[config.mk]
export PLATFORM = sky130hd
export DESIGN_NAME = triangule_area
export DESIGN_NICKNAME = d
export VERILOG_FILES = /design/src/rtl/triangule_area_pkg.sv /design/src/rtl/triangule_area_term.sv /design/src/rtl/triangule_area.sv
export SDC_FILE = /design/constraint.sdc
export NUM_CORES = 2
export LEC_CHECK = 0
export CAP_MARGIN = 5
export CORE_MARGIN = 1.5
export CORE_UTILIZATION = 50
export CTS_CLUSTER_SIZE = 30
export DETAILED_ROUTE_END_ITERATION = 16
export GPL_TIMING_DRIVEN = 0
export PLACE_DENSITY = 0.65
export SLEW_MARGIN = 20
export SYNTH_ARGS = -nofsm -noshare
export SYNTH_HDL_FRONTEND = slang
export SYNTH_SLANG_ARGS = --single-unit
[constraint.sdc]
create_clock -name clk -period 5.68 [get_ports clk]
set_input_delay 0.852 -clock clk [delete_from_list [all_inputs] [get_ports clk]]
set_output_delay 0.852 -clock clk [all_outputs]
set_load 0.005 [all_outputs]
[src/rtl/triangule_area_pkg.sv]
// Shared widths and FSM state encoding for the doubled-triangle-area block.
package triangule_area_pkg;

    localparam int COORD_W = 11;
    localparam int AREA_W  = 24;
    localparam int DIFF_W  = 12;
    localparam int PROD_W  = 23;
    localparam int SUM_W   = 25;

    typedef enum logic [2:0] {
        ST_DONE = 3'd0,
        ST_LOAD = 3'd1,
        ST_DIFF = 3'd2,
        ST_MUL  = 3'd3,
        ST_SUM  = 3'd4,
        ST_ABS  = 3'd5
    } state_e;

endpackage

[src/rtl/triangule_area_term.sv]
// One cross-product term x*(ya-yb): registered difference, then registered product.
module triangule_area_term
    import triangule_area_pkg::*;
(
    input  logic                      clk,
    input  logic                      rst,
    input  logic                      diff_en,
    input  logic                      mul_en,
    input  logic signed [COORD_W-1:0] x,
    input  logic signed [COORD_W-1:0] ya,
    input  logic signed [COORD_W-1:0] yb,
    output logic signed [PROD_W-1:0]  prod
);

    logic signed [DIFF_W-1:0] diff_d, diff_q;
    logic signed [PROD_W-1:0] prod_d, prod_q;
    logic signed [PROD_W-1:0] x_ext, diff_ext;

    // Difference in DIFF, product in MUL; both hold otherwise.
    always_comb begin
        diff_d   = diff_q;
        prod_d   = prod_q;
        x_ext    = PROD_W'(x);
        diff_ext = PROD_W'(diff_q);
        if (diff_en) begin
            diff_d = $signed({ya[COORD_W-1], ya}) - $signed({yb[COORD_W-1], yb});
        end
        if (mul_en) begin
            prod_d = x_ext * diff_ext;
        end
    end

    // Term registers, cleared by reset.
    always_ff @(posedge clk) begin
        if (rst) begin
            diff_q <= '0;
            prod_q <= '0;
        end else begin
            diff_q <= diff_d;
            prod_q <= prod_d;
        end
    end

    assign prod = prod_q;

endmodule

[src/rtl/triangule_area.sv]
// Doubled triangle area |x1(y2-y3)+x2(y3-y1)+x3(y1-y2)| over a free-running
// 6-cycle frame. Define TRIANGULE_AREA_SIGNED_EN to output the signed sum
// (positive for counter-clockwise vertex order) instead of its magnitude.
module triangule_area
    import triangule_area_pkg::*;
(
    input  logic                      clk,
    input  logic                      rst,
    input  logic signed [COORD_W-1:0] a1x,
    input  logic signed [COORD_W-1:0] a1y,
    input  logic signed [COORD_W-1:0] a2x,
    input  logic signed [COORD_W-1:0] a2y,
    input  logic signed [COORD_W-1:0] a3x,
    input  logic signed [COORD_W-1:0] a3y,
    output logic signed [AREA_W-1:0]  area,
    output logic                      write
);

    state_e state_d, state_q;
    logic   write_d, write_q;

    logic signed [COORD_W-1:0] x1_d, x1_q, y1_d, y1_q;
    logic signed [COORD_W-1:0] x2_d, x2_q, y2_d, y2_q;
    logic signed [COORD_W-1:0] x3_d, x3_q, y3_d, y3_q;

    logic signed [PROD_W-1:0] p1, p2, p3;
    logic signed [SUM_W-1:0]  s_d, s_q, res;
    logic signed [AREA_W-1:0] area_d, area_q;

    logic load_en, diff_en, mul_en, sum_en, abs_en;

    assign load_en = (state_q == ST_LOAD);
    assign diff_en = (state_q == ST_DIFF);
    assign mul_en  = (state_q == ST_MUL);
    assign sum_en  = (state_q == ST_SUM);
    assign abs_en  = (state_q == ST_ABS);

    // Fixed state sequence; write is registered so it is high during DONE.
    always_comb begin
        state_d = state_q;
        case (state_q)
            ST_DONE: state_d = ST_LOAD;
            ST_LOAD: state_d = ST_DIFF;
            ST_DIFF: state_d = ST_MUL;
            ST_MUL:  state_d = ST_SUM;
            ST_SUM:  state_d = ST_ABS;
            ST_ABS:  state_d = ST_DONE;
            default: state_d = ST_DONE;
        endcase
        write_d = (state_d == ST_DONE);
    end

    // Operand capture happens only in LOAD; inputs are ignored elsewhere.
    always_comb begin
        x1_d = x1_q; y1_d = y1_q;
        x2_d = x2_q; y2_d = y2_q;
        x3_d = x3_q; y3_d = y3_q;
        if (load_en) begin
            x1_d = a1x; y1_d = a1y;
            x2_d = a2x; y2_d = a2y;
            x3_d = a3x; y3_d = a3y;
        end
    end

    triangule_area_term u_term1 (
        .clk(clk), .rst(rst), .diff_en(diff_en), .mul_en(mul_en),
        .x(x1_q), .ya(y2_q), .yb(y3_q), .prod(p1)
    );
    triangule_area_term u_term2 (
        .clk(clk), .rst(rst), .diff_en(diff_en), .mul_en(mul_en),
        .x(x2_q), .ya(y3_q), .yb(y1_q), .prod(p2)
    );
    triangule_area_term u_term3 (
        .clk(clk), .rst(rst), .diff_en(diff_en), .mul_en(mul_en),
        .x(x3_q), .ya(y1_q), .yb(y2_q), .prod(p3)
    );

    // Sum in SUM; magnitude (or signed pass-through) lands in area during ABS.
    always_comb begin
        s_d = s_q;
        if (sum_en) begin
            s_d = SUM_W'(p1) + SUM_W'(p2) + SUM_W'(p3);
        end
`ifdef TRIANGULE_AREA_SIGNED_EN
        res = s_q;
`else
        res = s_q[SUM_W-1] ? -s_q : s_q;
`endif
        area_d = area_q;
        if (abs_en) begin
            area_d = res[AREA_W-1:0];
        end
    end

    // All state registers; reset returns to DONE with write high and area cleared.
    always_ff @(posedge clk) begin
        if (rst) begin
            state_q <= ST_DONE;
            write_q <= 1'b1;
            x1_q    <= '0; y1_q <= '0;
            x2_q    <= '0; y2_q <= '0;
            x3_q    <= '0; y3_q <= '0;
            s_q     <= '0;
            area_q  <= '0;
        end else begin
            state_q <= state_d;
            write_q <= write_d;
            x1_q    <= x1_d; y1_q <= y1_d;
            x2_q    <= x2_d; y2_q <= y2_d;
            x3_q    <= x3_d; y3_q <= y3_d;
            s_q     <= s_d;
            area_q  <= area_d;
        end
    end

    assign area  = area_q;
    assign write = write_q;

endmodule

# Yosys cells after proc, flatten, opt, wreduce, memory -nomap -nowiden
# Cells that the tools add are included.
classes:
  add_sub_neg: 6
  n_mul: 3
  eq_ne: 5
  muxes: 2
  reduce_logical: 2
ops:
  columns: ["op", "n"]
  rows:
  - ["$mul 11x12->23", 3]
  - ["$sub 11x11->12", 3]
  - ["$add 24x23->25", 1]
  - ["$add 23x23->24", 1]
  - ["$mux 24", 1]
  - ["$neg 24->24", 1]
  - ["$pmux 3 s5", 1]
  - ["$eq 3x2->1 const B", 2]
  - ["$eq 3x3->1 const B", 2]
  - ["$logic_not 3->1", 2]
  - ["$eq 3x1->1 const B", 1]
word_totals:
  regBits: 224
  input_bits: 68
  output_inout_bits: 25
  elab_cells: 34

# Depth between registers and ports, before layout
depth:
  depth_word: 3
  ltp_mapped: 21
  depth_no_buf: 19

# Modules after synthesis
# A second synthesis with hierarchy kept.
hier_totals:
  hier_cells: 3129
  area_unflattened_um2: 26840.7
by_module_without_submodules:
  columns: ["module", "instances", "cells_each", "area_each_um2", "seq_area_each_um2"]
  rows:
  - ["triangule_area_term (u_term1)", 1, 820, 7014.2, 700.7]
  - ["triangule_area_term (u_term2)", 1, 771, 6795.3, 700.7]
  - ["triangule_area_term (u_term3)", 1, 763, 6757.7, 700.7]
  - ["triangule_area", 1, 775, 6273.5, 2382.3]

# Worst setup path after synthesis
# No wires, ideal clock.
synth_path:
  kind: "register to register"
  from: "reg x2_q[3]"
  to: "reg u_term2.prod_q[21], in the netlist u_term2.prod[21]"
  setup_ps: 117
  arrival_ps: 4992
  t_required_ps: 5563
  path_slack_ps: 570
  path_stages_with_launch: 18
  n_path_buf: 1
  synth_period_minus_slack_ps: 5110
  path_cell_list: "dfxtp_1 -> clkbuf_1 -> nand2_1 -> fa_1 -> inv_1 -> fa_1 -> fa_1 -> fa_1 -> inv_1 -> fa_1 -> inv_1 -> ha_1 -> a211o_1 -> a21oi_1 -> or3_1 -> a21oi_1 -> or3_1 -> a32o_1"
synth_via:
  elab_chain_cells: 1
synth_lines:
  columns: ["item", "line", "source"]
  rows:
  - ["start: declaration", "triangule_area.sv:23", "logic signed [COORD_W-1:0] x2_d, x2_q, y2_d, y2_q;"]
  - ["start signal: assignment", "triangule_area.sv:101", "x2_q <= '0; y2_q <= '0;"]
  - ["start signal: assignment", "triangule_area.sv:109", "x2_q <= x2_d; y2_q <= y2_d;"]
  - ["$mul 11x12->23", "triangule_area_term.sv:29", "prod_d = x_ext * diff_ext;"]
  - ["end signal: assignment", "triangule_area_term.sv:40", "prod_q <= prod_d;"]
  - ["end: declaration", "triangule_area_term.sv:16", "logic signed [PROD_W-1:0] prod_d, prod_q;"]
# No other way between the ends.
# A chain may end at the register's enable or synchronous reset.

# Worst setup path after layout
layout_path:
  from: "reg x3_q[10]"
  to: "reg u_term3.prod_q[21], in the netlist u_term3.prod[21]"
layout_via:
  elab_chain_cells: 1
layout_lines:
  columns: ["item", "line", "source"]
  rows:
  - ["start: declaration", "triangule_area.sv:24", "logic signed [COORD_W-1:0] x3_d, x3_q, y3_d, y3_q;"]
  - ["start signal: assignment", "triangule_area.sv:102", "x3_q <= '0; y3_q <= '0;"]
  - ["start signal: assignment", "triangule_area.sv:110", "x3_q <= x3_d; y3_q <= y3_d;"]
  - ["$mul 11x12->23", "triangule_area_term.sv:29", null]
  - ["end signal: assignment", "triangule_area_term.sv:40", null]
  - ["end: declaration", "triangule_area_term.sv:16", null]
# No other way between the ends.

==> run metrics <==
status=finished, final reports clean; Total Routing Usage GR=29.2%; placeable core region=around 52000 um^2; Root Buffer Master=sky130_fd_sc_hd__clkbuf_16; first-pass GRT wire length=123000 um; sw power=1.73 mW; Int Pwr=approximately 3.2 mW; register bit count reported by yosys=about 220; count of final setup violators=0; required time of the critical path=6150 ps; leakage power of the design=approximately 14 nW; DP Cell Count=3883; final HPWL from detailed placement=63500 um; clock share of power=36.4%; clock tree from TritonCTS=built; HP Class=reg -> reg; # hold bufs at CTS=0; RePlAce Congestion=around 0.95; largest voltage drop on the vdd net=0.252 mV; proportion of netlist area held by the largest area contributor=30.7%; post-detailed-route count of antenna-violating nets=0; Die ar.=54200 um^2; clk_skew=16.5 ps; count of routing violations after the opening detailed-route iteration=1362; global route total overflow=0; Max Slew Vio Count=0; Design Area, Final=29500 um^2; Port Buffers=92; Initial Utilization=about half; number of detailed-route iterations in the first pass=7; via count of the first global-routing pass=about 22000; synthesized netlist cell count=3103; met1 track demand over resource=just over 40%; Die Y-Extent=233 um; Sink Count=224; power density normalized to cell area=167 nW/um^2; minimum clock period after layout=5510 ps; Critical Setup Path Class=reg -> reg; maximum number of buffers from clock root to sink=3; Sw Share=35.1%; sequential group share of total power=roughly a third; library cell occupying the most area in the post-synthesis netlist=sky130_fd_sc_hd__fa_1; multi-input combinational cell area=19600 um^2; Sum Neg Setup Slack=0 ps; global-route met2 utilization=roughly half; Combinational Power Share=around 28%; depth of the CTS H-tree=1; number of diodes added for antenna fixing=0; Post-synth EDFFs=0; largest net degree at the start of global routing=16; area after detailed placement=28200 um^2; post-synthesis cell area=26400 um^2; CTS clk-pin slew, worst paths=60 ps; area used by sequential logic in the layout=roughly 4500 um^2; max-cap violations=0; number of nets in the synthesized netlist=3780; maximum achievable frequency=between 150 and 200 MHz; final-layout fill cell count=4885; arrival time reported for the critical path endpoint=5980 ps; die extent in x=233 um; Total Power Consumption=around 4.9 mW; Crit Path Max Fanout=7; largest cells by area after synthesis=sky130_fd_sc_hd__fa_1, sky130_fd_sc_hd__dfxtp_1, sky130_fd_sc_hd__ha_1, sky130_fd_sc_hd__inv_1, sky130_fd_sc_hd__nand2_1; synth cell count leaders=sky130_fd_sc_hd__inv_1, sky130_fd_sc_hd__nand2_1, sky130_fd_sc_hd__fa_1; number of different library cells in the post-synthesis netlist=66; GR Util met3=slightly above 3%; DRC violations left=0; initial antenna violation count=1; cell depth of the worst min-delay path=2; Core Rows=between 80 and 90; most used flip-flop cell after synthesis=sky130_fd_sc_hd__dfxtp_1; I/O pin count=93; async set-or-reset flop fraction in the synthesized netlist=0%; average footprint of a synthesized cell=8.51 um^2; post-detailed-route wirelength per cell=19.5 um; most repeated cell in the gate-level netlist after synthesis=sky130_fd_sc_hd__inv_1; endpoints failing hold=0; warning count from the yosys run=0; via/cell ratio=between 5 and 6; startpoint class of the critical path=flop; Register-to-Register Path Depth=19; synthesis-to-finish area growth=11.6%; total CTS buffers=28; overall via count from detail_route=between 20000 and 25000; gr busiest metal=met2; final cell count without fillers=3941; layout cell share with drive strength beyond 1=5.07%; portion of the post-synthesis area used by sequential elements=17.0%; total wire length=76700 um; reg2reg setup slack=170 ps; worst slew margin relative to its limit=28.3%; number of nets in the final layout=3910; clock latency at the later pin of the worst-skew pair=590 ps; share of the clock period used by the worst path=97.1%; slew at the pin closest to its max-slew limit=1080 ps; crit end category=flop
placed cells by master, fill, tap and decap left out, types with 11 or more instances in the layout:
cell and instances:
sky130_fd_sc_hd__clkbuf_2 23, sky130_fd_sc_hd__and2_1 184, sky130_fd_sc_hd__clkbuf_4 17, sky130_fd_sc_hd__a21o_1 21, sky130_fd_sc_hd__o21a_1 27, sky130_fd_sc_hd__clkdlybuf4s50_1 92
sky130_fd_sc_hd__xor2_1 37, sky130_fd_sc_hd__clkbuf_16 28, sky130_fd_sc_hd__fa_1 405, sky130_fd_sc_hd__nand2b_1 24, sky130_fd_sc_hd__dfxtp_2 11, sky130_fd_sc_hd__dfxtp_1 213
sky130_fd_sc_hd__nor2_1 133, sky130_fd_sc_hd__or3_1 26, sky130_fd_sc_hd__o21ai_0 60, sky130_fd_sc_hd__buf_4 19, sky130_fd_sc_hd__o21ai_1 22, sky130_fd_sc_hd__nor3b_1 11
sky130_fd_sc_hd__clkbuf_1 86, sky130_fd_sc_hd__ha_1 202, sky130_fd_sc_hd__a21oi_1 204, sky130_fd_sc_hd__o31ai_1 12, sky130_fd_sc_hd__nor2b_1 12, sky130_fd_sc_hd__nand2_1 479
sky130_fd_sc_hd__xnor2_1 53, sky130_fd_sc_hd__inv_1 506, sky130_fd_sc_hd__o211ai_1 11, sky130_fd_sc_hd__nor3_1 33, sky130_fd_sc_hd__nand3_1 38, sky130_fd_sc_hd__a31oi_1 17
sky130_fd_sc_hd__a211oi_1 57
timing repair:
action / CTS / global route
pin swaps: 3 / 8
gates resized for setup: 60 / 127
gates cloned: 0 / 0
setup endpoints to repair: 21 / 18
buffers inserted: 0 / 9
through the flow:
| step | util [%] | hold WS, ps | setup WS (ps) |
|---|---|---|---|
| after global routing | 56.3 | 469 | -14.2 |
| after floorplan | - | 432 | 570 |
| final | 56.3 | 452 | 167 |
| after detailed placement | 53.9 | 445 | -652 |
| after CTS | 55.8 | 453 | 15.3 |
| after global placement | 53.9 | 445 | -532 |
final cells by class:
cell class | count | share of cell area (%)
Sequential cell | 224 | 15.3
Timing Repair Buffer | 101 | 3.35
Multi-Input combinational cell | 2217 | 66.4
Inverter | 512 | 6.55
Clock inverter | 12 | 0.433
Tap cell | 688 | 2.92
Clock buffer | 38 | 2.67
Buffer | 149 | 2.40
critical path: stages, from the launching register on:
cell	delay (ps)
sky130_fd_sc_hd__dfxtp_1	510
sky130_fd_sc_hd__clkinvlp_4	250
sky130_fd_sc_hd__buf_4	190
sky130_fd_sc_hd__nor2_1	120
sky130_fd_sc_hd__fa_1	440
sky130_fd_sc_hd__fa_1	510
sky130_fd_sc_hd__fa_1	430
sky130_fd_sc_hd__fa_1	490
sky130_fd_sc_hd__inv_1	50
sky130_fd_sc_hd__fa_1	480
sky130_fd_sc_hd__inv_1	50
sky130_fd_sc_hd__ha_1	410
sky130_fd_sc_hd__a21oi_1	120
sky130_fd_sc_hd__o211ai_1	230
sky130_fd_sc_hd__a211oi_2	80
sky130_fd_sc_hd__buf_4	170
sky130_fd_sc_hd__o31ai_4	330
sky130_fd_sc_hd__a31oi_1	170
sky130_fd_sc_hd__xor2_2	250
sky130_fd_sc_hd__o21ai_1	90
power groups by stage:
stage          sequential (mW)  combinational [mW]  clock, mW
2_1_floorplan             1.71               0.917          0
3_3_place_gp              1.76                1.32          0
3_5_place_dp              1.76                1.34          0
4_1_cts                   1.73                1.36       1.80
5_1_grt                   1.73                1.55       1.87
6_report                  1.73                1.40       1.79
sequential cells by signal (all words and copies together) (netlist names), 3 cells and up:
register,cells
area,24
s_q,25
state_q,3
u_term1.diff_q,12
u_term1.prod,23
u_term2.diff_q,12
u_term2.prod,23
u_term3.diff_q,12
u_term3.prod,23
x1_q,11
x2_q,11
x3_q,11
y1_q,11
y2_q,11
y3_q,11
cell families after synthesis:
group                      count (synthesis)  share of synthesized area (%)
AOI/OAI and AO/OA                        502                           11.8
DFF                                      224                           17.0
adders and majority gates                609                           40.4
buffers and inverters                    662                           9.42
xor gates and xnor gates                  94                           3.12
muxes                                      9                          0.346
and+or+nand+nor                         1003                           18.0
final timing paths:
path / to / start
setup / recovery: u_term3.prod[21] / x3_q[10]
hold / removal: u_term1.prod[0] / u_term1.prod[0]
setup reg to reg: u_term3.prod[21] / x3_q[10]
hold reg to reg: u_term1.prod[0] / u_term1.prod[0]
routing by layer:
layer	share of wire (%)	vias to the layer above
li1	-	10100
met1	45	10820
met2	47	647
met3	6.1	125
met4	2.6	0
met5	0	-
Note: power is estimated with default switching activity, not from simulation.
